[src/rtl/bus_scenario_sequencer_pkg.sv]
// Shared definitions for the bus scenario sequencer: FSM states, slave ids,
// scenario code limits and the per-master scenario table.
package bus_scenario_sequencer_pkg;

  typedef enum logic [2:0] {
    S_IDLE,
    S_LOAD,
    S_ISSUE,
    S_WAIT,
    S_DONE
  } state_t;

  localparam logic [1:0] SLV_NONE = 2'd0;
  localparam logic [1:0] SLV_S1   = 2'd1;
  localparam logic [1:0] SLV_S2   = 2'd2;
  localparam logic [1:0] SLV_S3   = 2'd3;

  localparam int unsigned SCEN_NONE = 0;
  localparam int unsigned SCEN_MAX  = 9;

  localparam logic [11:0] SCEN_ADDR  = 12'h555;
  localparam logic [7:0]  SCEN_DATA  = 8'hAA;
  localparam logic [3:0]  SCEN_BURST = 4'hF;

  typedef struct packed {
    logic       en;
    logic       wr;
    logic [1:0] slave;
  } scen_entry_t;

  function automatic scen_entry_t mk_entry(input logic wr, input logic [1:0] slave);
    scen_entry_t e;
    e.en    = 1'b1;
    e.wr    = wr;
    e.slave = slave;
    return e;
  endfunction

  // Only masters 0 and 1 ever appear in the table; higher indices stay disabled.
  function automatic scen_entry_t scen_lookup(input logic [7:0] code, input int idx);
    scen_entry_t m0;
    scen_entry_t m1;
    m0 = '0;
    m1 = '0;
    case (code)
      8'd1: m0 = mk_entry(1'b1, SLV_S2);
      8'd2: begin m0 = mk_entry(1'b0, SLV_S2); m1 = mk_entry(1'b1, SLV_S2); end
      8'd3: begin m0 = mk_entry(1'b0, SLV_S2); m1 = mk_entry(1'b1, SLV_S1); end
      8'd4: begin m0 = mk_entry(1'b0, SLV_S2); m1 = mk_entry(1'b0, SLV_S2); end
      8'd5: begin m0 = mk_entry(1'b1, SLV_S2); m1 = mk_entry(1'b1, SLV_S2); end
      8'd6: begin m0 = mk_entry(1'b0, SLV_S1); m1 = mk_entry(1'b0, SLV_S2); end
      8'd7: begin m0 = mk_entry(1'b1, SLV_S1); m1 = mk_entry(1'b0, SLV_S1); end
      8'd8: begin m0 = mk_entry(1'b0, SLV_S1); m1 = mk_entry(1'b1, SLV_S1); end
      8'd9: begin m0 = mk_entry(1'b1, SLV_S2); m1 = mk_entry(1'b1, SLV_S1); end
      default: ;
    endcase
    if (idx == 0)      return m0;
    else if (idx == 1) return m1;
    else               return '0;
  endfunction

endpackage

[src/rtl/bus_scenario_sequencer_rom.sv]
// Registered scenario table: captures the per-master command set for a
// scenario code on the launch edge and holds it for the whole run.
module bus_scenario_rom
  import bus_scenario_sequencer_pkg::*;
#(
  parameter int N_MASTERS   = 2,
  parameter int ADDR_WIDTH  = 12,
  parameter int DATA_WIDTH  = 8,
  parameter int SLV_WIDTH   = 2,
  parameter int BURST_WIDTH = 4,
  parameter int SCEN_WIDTH  = 5
) (
  input  logic                             clk,
  input  logic                             reset,
  input  logic                             load,
  input  logic [SCEN_WIDTH-1:0]            scenario,
  output logic [N_MASTERS-1:0]             en,
  output logic [N_MASTERS-1:0]             wr,
  output logic [N_MASTERS*SLV_WIDTH-1:0]   slave,
  output logic [N_MASTERS*ADDR_WIDTH-1:0]  addr,
  output logic [N_MASTERS*DATA_WIDTH-1:0]  data,
  output logic [N_MASTERS*BURST_WIDTH-1:0] burst,
  output logic                             illegal
);

  logic                             illegal_d;
  logic [7:0]                       code;
  scen_entry_t                      entry;
  logic [N_MASTERS-1:0]             en_d;
  logic [N_MASTERS-1:0]             wr_d;
  logic [N_MASTERS*SLV_WIDTH-1:0]   slave_d;
  logic [N_MASTERS*ADDR_WIDTH-1:0]  addr_d;
  logic [N_MASTERS*DATA_WIDTH-1:0]  data_d;
  logic [N_MASTERS*BURST_WIDTH-1:0] burst_d;

  assign illegal_d = 32'(scenario) > SCEN_MAX;
  // Illegal codes are forced to 0 so wide codes cannot alias onto a table row.
  assign code      = illegal_d ? 8'd0 : 8'(scenario);

  // NOTE: every signal assigned in always_comb gets a default first, so no path leaves it unassigned and no latch is inferred.
  always_comb begin
    entry   = '0;
    en_d    = '0;
    wr_d    = '0;
    slave_d = '0;
    addr_d  = '0;
    data_d  = '0;
    burst_d = '0;
    for (int i = 0; i < N_MASTERS; i++) begin
      entry   = scen_lookup(code, i);
      en_d[i] = entry.en;
      wr_d[i] = entry.wr;
      slave_d[i*SLV_WIDTH +: SLV_WIDTH] = SLV_WIDTH'(entry.slave);
      if (entry.en) begin
        addr_d[i*ADDR_WIDTH +: ADDR_WIDTH]    = ADDR_WIDTH'(SCEN_ADDR);
        data_d[i*DATA_WIDTH +: DATA_WIDTH]    = DATA_WIDTH'(SCEN_DATA);
        burst_d[i*BURST_WIDTH +: BURST_WIDTH] = BURST_WIDTH'(SCEN_BURST);
      end
    end
  end

  // NOTE: sequential state uses non-blocking assignments so every register samples pre-edge values.
  always_ff @(posedge clk or negedge reset) begin
    if (!reset) begin
      en      <= '0;
      wr      <= '0;
      slave   <= '0;
      addr    <= '0;
      data    <= '0;
      burst   <= '0;
      illegal <= 1'b0;
    end else if (load) begin
      en      <= en_d;
      wr      <= wr_d;
      slave   <= slave_d;
      addr    <= addr_d;
      data    <= data_d;
      burst   <= burst_d;
      illegal <= illegal_d;
    end
  end

endmodule

[src/rtl/bus_scenario_sequencer.sv]
// Scenario engine: launches a table-driven set of master bursts, tracks
// completion, timeout and read-data mismatch, and reports one status snapshot.
module bus_scenario_sequencer
  import bus_scenario_sequencer_pkg::*;
#(
  parameter int N_MASTERS   = 2,
  parameter int ADDR_WIDTH  = 12,
  parameter int DATA_WIDTH  = 8,
  parameter int SLV_WIDTH   = 2,
  parameter int BURST_WIDTH = 4,
  parameter int SCEN_WIDTH  = 5,
  parameter int CONCURRENT  = 1,
  parameter int TIMEOUT     = 16000
) (
  input  logic                             clk,
  input  logic                             reset,
  input  logic                             start,
  input  logic [SCEN_WIDTH-1:0]            scenario,
  output logic [N_MASTERS-1:0]             m_req,
  output logic [N_MASTERS-1:0]             m_wr,
  output logic [N_MASTERS*SLV_WIDTH-1:0]   m_slave,
  output logic [N_MASTERS*ADDR_WIDTH-1:0]  m_addr,
  output logic [N_MASTERS*DATA_WIDTH-1:0]  m_wdata,
  output logic [N_MASTERS*BURST_WIDTH-1:0] m_burst,
  input  logic [N_MASTERS-1:0]             m_done,
  input  logic [N_MASTERS*DATA_WIDTH-1:0]  m_rdata,
  output logic                             busy,
  output logic                             done,
  output logic                             err_timeout,
  output logic                             err_scen,
  output logic [N_MASTERS-1:0]             rd_mismatch
);

  localparam int CNT_W = $clog2(TIMEOUT + 1);

  state_t                          state;
  state_t                          state_next;
  logic                            start_q;
  logic                            launch;
  logic [N_MASTERS-1:0]            pending;
  logic [N_MASTERS-1:0]            serviced;
  logic [N_MASTERS-1:0]            remaining;
  logic [N_MASTERS-1:0]            issue_sel;
  logic [N_MASTERS-1:0]            retire;
  logic [N_MASTERS-1:0]            pending_left;
  logic [N_MASTERS-1:0]            mismatch;
  logic [CNT_W-1:0]                wait_cnt;
  logic                            timed_out;
  logic [N_MASTERS-1:0]            rom_en;
  logic [N_MASTERS-1:0]            rom_wr;
  logic [N_MASTERS*DATA_WIDTH-1:0] rom_data;
  logic                            rom_illegal;

  // The table row is captured on the launch edge, so LOAD already sees it.
  bus_scenario_rom #(
    .N_MASTERS  (N_MASTERS),
    .ADDR_WIDTH (ADDR_WIDTH),
    .DATA_WIDTH (DATA_WIDTH),
    .SLV_WIDTH  (SLV_WIDTH),
    .BURST_WIDTH(BURST_WIDTH),
    .SCEN_WIDTH (SCEN_WIDTH)
  ) u_rom (
    .clk     (clk),
    .reset   (reset),
    .load    (launch),
    .scenario(scenario),
    .en      (rom_en),
    .wr      (rom_wr),
    .slave   (m_slave),
    .addr    (m_addr),
    .data    (rom_data),
    .burst   (m_burst),
    .illegal (rom_illegal)
  );

  assign m_wr    = rom_wr;
  assign m_wdata = rom_data;

  assign launch       = (state == S_IDLE) && start && !start_q;
  assign remaining    = rom_en & ~serviced;
  // Sequential mode picks the lowest unserviced master (x & -x).
  assign issue_sel    = (CONCURRENT != 0) ? remaining : (remaining & (~remaining + N_MASTERS'(1)));
  assign retire       = (state == S_WAIT) ? (m_done & pending) : '0;
  assign pending_left = pending & ~retire;
  assign timed_out    = (state == S_WAIT) && (pending_left != '0) &&
                        (wait_cnt == CNT_W'(TIMEOUT - 1));

  always_comb begin
    mismatch = '0;
    for (int i = 0; i < N_MASTERS; i++) begin
      if (retire[i] && !rom_wr[i] &&
          (m_rdata[i*DATA_WIDTH +: DATA_WIDTH] != rom_data[i*DATA_WIDTH +: DATA_WIDTH]))
        mismatch[i] = 1'b1;
    end
  end

  always_ff @(posedge clk or negedge reset) begin
    if (!reset) state <= S_IDLE;
    else        state <= state_next;
  end

  always_comb begin
    state_next = state;
    case (state)
      S_IDLE:  if (launch) state_next = S_LOAD;
      S_LOAD:  state_next = (rom_illegal || rom_en == '0) ? S_DONE : S_ISSUE;
      S_ISSUE: state_next = S_WAIT;
      S_WAIT: begin
        if (timed_out)                state_next = S_DONE;
        else if (pending_left == '0)  state_next = (remaining != '0) ? S_ISSUE : S_DONE;
      end
      S_DONE:  state_next = S_IDLE;
      default: state_next = S_IDLE;
    endcase
  end

  always_comb begin
    busy = (state != S_IDLE);
    done = (state == S_DONE);
  end

  always_ff @(posedge clk or negedge reset) begin
    if (!reset) begin
      start_q     <= 1'b0;
      m_req       <= '0;
      pending     <= '0;
      serviced    <= '0;
      wait_cnt    <= '0;
      err_timeout <= 1'b0;
      err_scen    <= 1'b0;
      rd_mismatch <= '0;
    end else begin
      start_q <= start;
      case (state)
        S_IDLE: if (launch) begin
          serviced    <= '0;
          pending     <= '0;
          err_timeout <= 1'b0;
          err_scen    <= 1'b0;
          rd_mismatch <= '0;
        end
        S_LOAD: err_scen <= rom_illegal;
        S_ISSUE: begin
          m_req    <= m_req | issue_sel;
          pending  <= issue_sel;
          serviced <= serviced | issue_sel;
          wait_cnt <= '0;
        end
        S_WAIT: begin
          rd_mismatch <= rd_mismatch | mismatch;
          if (timed_out) begin
            m_req       <= '0;
            pending     <= '0;
            err_timeout <= 1'b1;
          end else begin
            m_req    <= m_req & ~retire;
            pending  <= pending_left;
            wait_cnt <= wait_cnt + CNT_W'(1);
          end
        end
        default: ;
      endcase
    end
  end

endmodule
[config.mk]
export PLATFORM = sky130hd
export DESIGN_NAME = bus_scenario_sequencer
export DESIGN_NICKNAME = d
export VERILOG_FILES = /design/src/rtl/bus_scenario_sequencer_pkg.sv /design/src/rtl/bus_scenario_sequencer_rom.sv /design/src/rtl/bus_scenario_sequencer.sv
export SDC_FILE = /design/constraint.sdc
export NUM_CORES = 1
export LEC_CHECK = 0
export CAP_MARGIN = 15
export CORE_MARGIN = 1.5
export CORE_UTILIZATION = 30
export CTS_CLUSTER_SIZE = 24
export DETAILED_ROUTE_END_ITERATION = 10
export PLACE_DENSITY = 0.58
export SETUP_SLACK_MARGIN = 0.15
export SYNTH_ARGS = -nofsm -noshare
export SYNTH_HDL_FRONTEND = slang
export SYNTH_SLANG_ARGS = --single-unit
export TNS_END_PERCENT = 10
[constraint.sdc]
create_clock -name clk -period 2.65 [get_ports clk]
set_input_delay 0.53 -clock clk [delete_from_list [all_inputs] [get_ports clk]]
set_output_delay 0.53 -clock clk [all_outputs]
set_load 0.01 [all_outputs]
==> impl_metrics.sql <==
INSERT INTO impl_metrics (metric_group, metric, value, unit) VALUES
('placed_design', 'place.detailed.hpwl', '4250', 'um'),
('clock_tree', 'post_cts.resized_instances', '0', ''),
('power_and_ir_drop', 'total_leakage_power', '1.25', 'nW'),
('yosys', 'ys_ff_latch', '37', ''),
('yosys', 'synth_async_sr_flop_share', '100', '%'),
('power_and_ir_drop', 'power_per_cell_area', '879', 'nW/um^2'),
('sta', 'max-slew-margin-rel', '43.6', '%'),
('worst_setup_path', 'critical_path_source_type', 'flip-flop', ''),
('sta', 'hold_slack_final', '334', 'ps'),
('floorplan', 'die_x', '94.1', 'um'),
('yosys', 'ys_seq_area_share', '37.2', '%'),
('clock_tree', 'worst_setup_hold_path_clk_slew', '70', 'ps'),
('detailed_routing', 'wl_per_cell', '14.1', 'um'),
('floorplan', 'fp-row-count', '33', ''),
('worst_setup_path', 'path_cells', 'or3_4, clkdlybuf4s50_1', ''),
('detailed_routing', 'detail_route.iter0.violations', '131', ''),
('sta', 'hold_viol', '0', ''),
('detailed_routing', 'dr_total_vias', '2052', ''),
('placed_design', 'rd_place_congestion', '0.820', ''),
('final_layout', 'fillerInstances', '849', ''),
('final_layout', 'layout.cells.most_common', 'clkdlybuf4s50_1', ''),
('floorplan', 'core-area', '8130', 'sq um'),
('worst_setup_path', 'cp_max_fo', '11', ''),
('clock_tree', 'maximum_level_of_the_cts_h_tree', '2', ''),
('hold_path', 'worstHoldPathType', 'input pin to asynchronous set/reset pin', ''),
('detailed_routing', 'drc', '0', ''),
('sta', 'finalCritPeriodShare', '87.1', '%'),
('floorplan', 'die_area', '8850', 'sq um'),
('detailed_routing', 'routed_via_density', '4.96', ''),
('yosys', 'synth_area', '2490', 'sq um'),
('clock_tree', 'cts.root.buffer_cell', 'clkbuf_8', ''),
('clock_tree', 'post-cts-setup-buffers', '0', ''),
('clock_tree', 'cts_inserted_buffers', '5', ''),
('final_layout', 'instances_no_fill', '414', ''),
('grt', 'final_global_route_overflow_total', '0', ''),
('worst_setup_path', 'reg2regPathDepth', '5', ''),
('status', 'outcome', 'complete, no violations', ''),
('power_and_ir_drop', 'max-vdd-ir-drop', '0.000276', 'V'),
('placed_design', 'portBuffers', '67', ''),
('sta', 'max_slew.worst_pin.slew', '846', 'ps'),
('worst_setup_path', 'critical_path.max_stage_delay', '520', 'ps'),
('sta', 'setup_viol', '0', ''),
('placed_design', 'pre_cts_slack', '420', 'ps'),
('clock_tree', 'worstSkewPairLatency', '290', 'ps'),
('detailed_routing', 'detail-route-antenna-nets', '0', ''),
('floorplan', 'floorplan.initialDensity', '30.6', '%'),
('worst_setup_path', 'criticalPathCategory', 'flip-flop to primary output', ''),
('yosys', 'ys_types', '63', ''),
('worst_setup_path', 'cp_endpoint_kind', 'primary output', ''),
('detailed_routing', 'detailedRoute.firstPassIterationCount', '4', ''),
('worst_setup_path', 'path_buf_inv', '1', ''),
('worst_setup_path', 'critical_path_cell_count', '2', ''),
('grt', 'grt_first_pass_wirelength', '9630', 'um'),
('floorplan', 'dieHeight', '94.1', 'um'),
('sta', 'fin_tns_setup', '0', 'ps'),
('grt', 'grtUsageTotal', '13.9', '%'),
('placed_design', 'post-place-cells', '408', ''),
('job', 'drv.max_cap_violation_count', '0', ''),
('final_layout', 'finish.instance_area', '3020', 'sq um'),
('sta', 'finalWorstPathRequiredPeriod', '2310', 'ps'),
('yosys', 'postSynthAreaPerCell', '9.09', 'sq um'),
('final_layout', 'area_growth_syn_to_layout', '21.3', '%'),
('clock_tree', 'clock_tree.buffer_depth', '2', ''),
('yosys', 'synth_edf_count', '0', ''),
('sta', 'rsz0062_at_grt', 'no', ''),
('sta', 'number_of_pins_with_negative_max_slew_slack_in_the_final_report', '0', ''),
('placed_design', 'placedInstanceArea', '2950', 'sq um'),
('yosys', 'netlist_instances', '274', ''),
('worst_setup_path', 'timing.critical_path.slowest_stage_cell', 'dfrtp_1', ''),
('final_layout', 'mostFrequentLayoutCells', '66 x clkdlybuf4s50_1, 37 x dfrtp_1, 26 x nand2_1', ''),
('worst_setup_path', 'worstPathArrival', '1780', 'ps');
-- power by group --
part | switching (mW) | internal, mW
Combinational | 0.589 | 0.761
Sequential | 0.238 | 0.704
Clock | 0.188 | 0.173
-- cell families after synthesis --
| group | after synthesis | synth area share, % |
|---|---|---|
| muxes | 7 | 2.81 |
| DFF | 37 | 37.2 |
| AOI/OAI and AO/OA | 63 | 17.8 |
| xor gates and xnor gates | 3 | 1.06 |
| buffers and inverters | 64 | 18.0 |
| adders and majority gates | 1 | 0.502 |
| other | 1 | 0.151 |
| and+or+nand+nor | 98 | 22.4 |
-- cell usage after synthesis, types with 3 or more instances --
| cell | count | area share (%) |
|---|---|---|
| o21ai_1 | 5 | 1.0 |
| and2_1 | 4 | 1.0 |
| dfrtp_1 | 37 | 37 |
| nor2b_1 | 5 | 1.3 |
| and4_1 | 3 | 1.1 |
| buf_6 | 3 | 1.4 |
| nor2_1 | 16 | 2.4 |
| nand4_1 | 10 | 2.5 |
| a2111oi_0 | 3 | 1.1 |
| a21oi_1 | 15 | 3.0 |
| or3_1 | 3 | 0.75 |
| nor3b_1 | 3 | 0.90 |
| or2_2 | 5 | 1.3 |
| mux2i_1 | 7 | 2.8 |
| buf_4 | 47 | 14 |
| nand3_1 | 4 | 0.80 |
| o21ai_0 | 6 | 1.2 |
| nand2_1 | 26 | 3.9 |
| buf_2 | 5 | 1.0 |
| inv_1 | 4 | 0.60 |
| a21o_1 | 4 | 1.2 |
| clkbuf_1 | 4 | 0.60 |
-- cell type report --
class                   instances  area (sq um)  area share [%]
clock buffers                   5          68.8            2.28
clock inverters                 1          5.00           0.166
inverters                       4          15.0           0.497
multi-input cells             192          1190            39.3
flip-flops and latches         37           926            30.7
well taps                     105           131            4.35
repair buffers                 70           688            22.8
-- metrics by stage --
stage	util, %	total power, mW
after CTS	37.1	2.69
after detailed placement	36.2	2.31
after global placement	36.2	2.29
after global routing	37.1	2.86
final	37.1	2.65
after floorplan	-	1.84
-- sequential cells by signal (all words and copies together), names as in the netlist --
register and cells:
serviced 2, u_rom.slave 4, rd_mismatch 2, start_q 1
u_rom.wr 2, u_rom.burst 1, u_rom.en 1, u_rom.illegal 1
m_req 2, wait_cnt 14, state 3, pending 2
err_scen 1, err_timeout 1
-- worst reg2reg max path, cell delays in order (launching register included) --
cell	delay [ps]
dfrtp_1	430
ha_1	250
and4_1	350
o2111a_2	410
a2111oi_0	150
a311o_1	330
-- path summary, 6_finish.rpt --
kind,from,end,slack (ps)
max,state[2],busy,340
max reg2reg,wait_cnt[0],wait_cnt[0],610
min reg2reg,rd_mismatch[1],rd_mismatch[1],480
min in group clk,rd_mismatch[1],rd_mismatch[1],480
max in group asynchronous,reset,wait_cnt[6],1760
min,reset,wait_cnt[12],330
-- metal layers --
layer,wire [um],GRT usage [%],share of wire (%)
met4,102,5.60,1.7
met3,367,4.05,6.3
met1,2670,17.3,46
met5,0,0,0
met2,2710,22.4,46
Note: power is estimated with default switching activity, not from simulation.
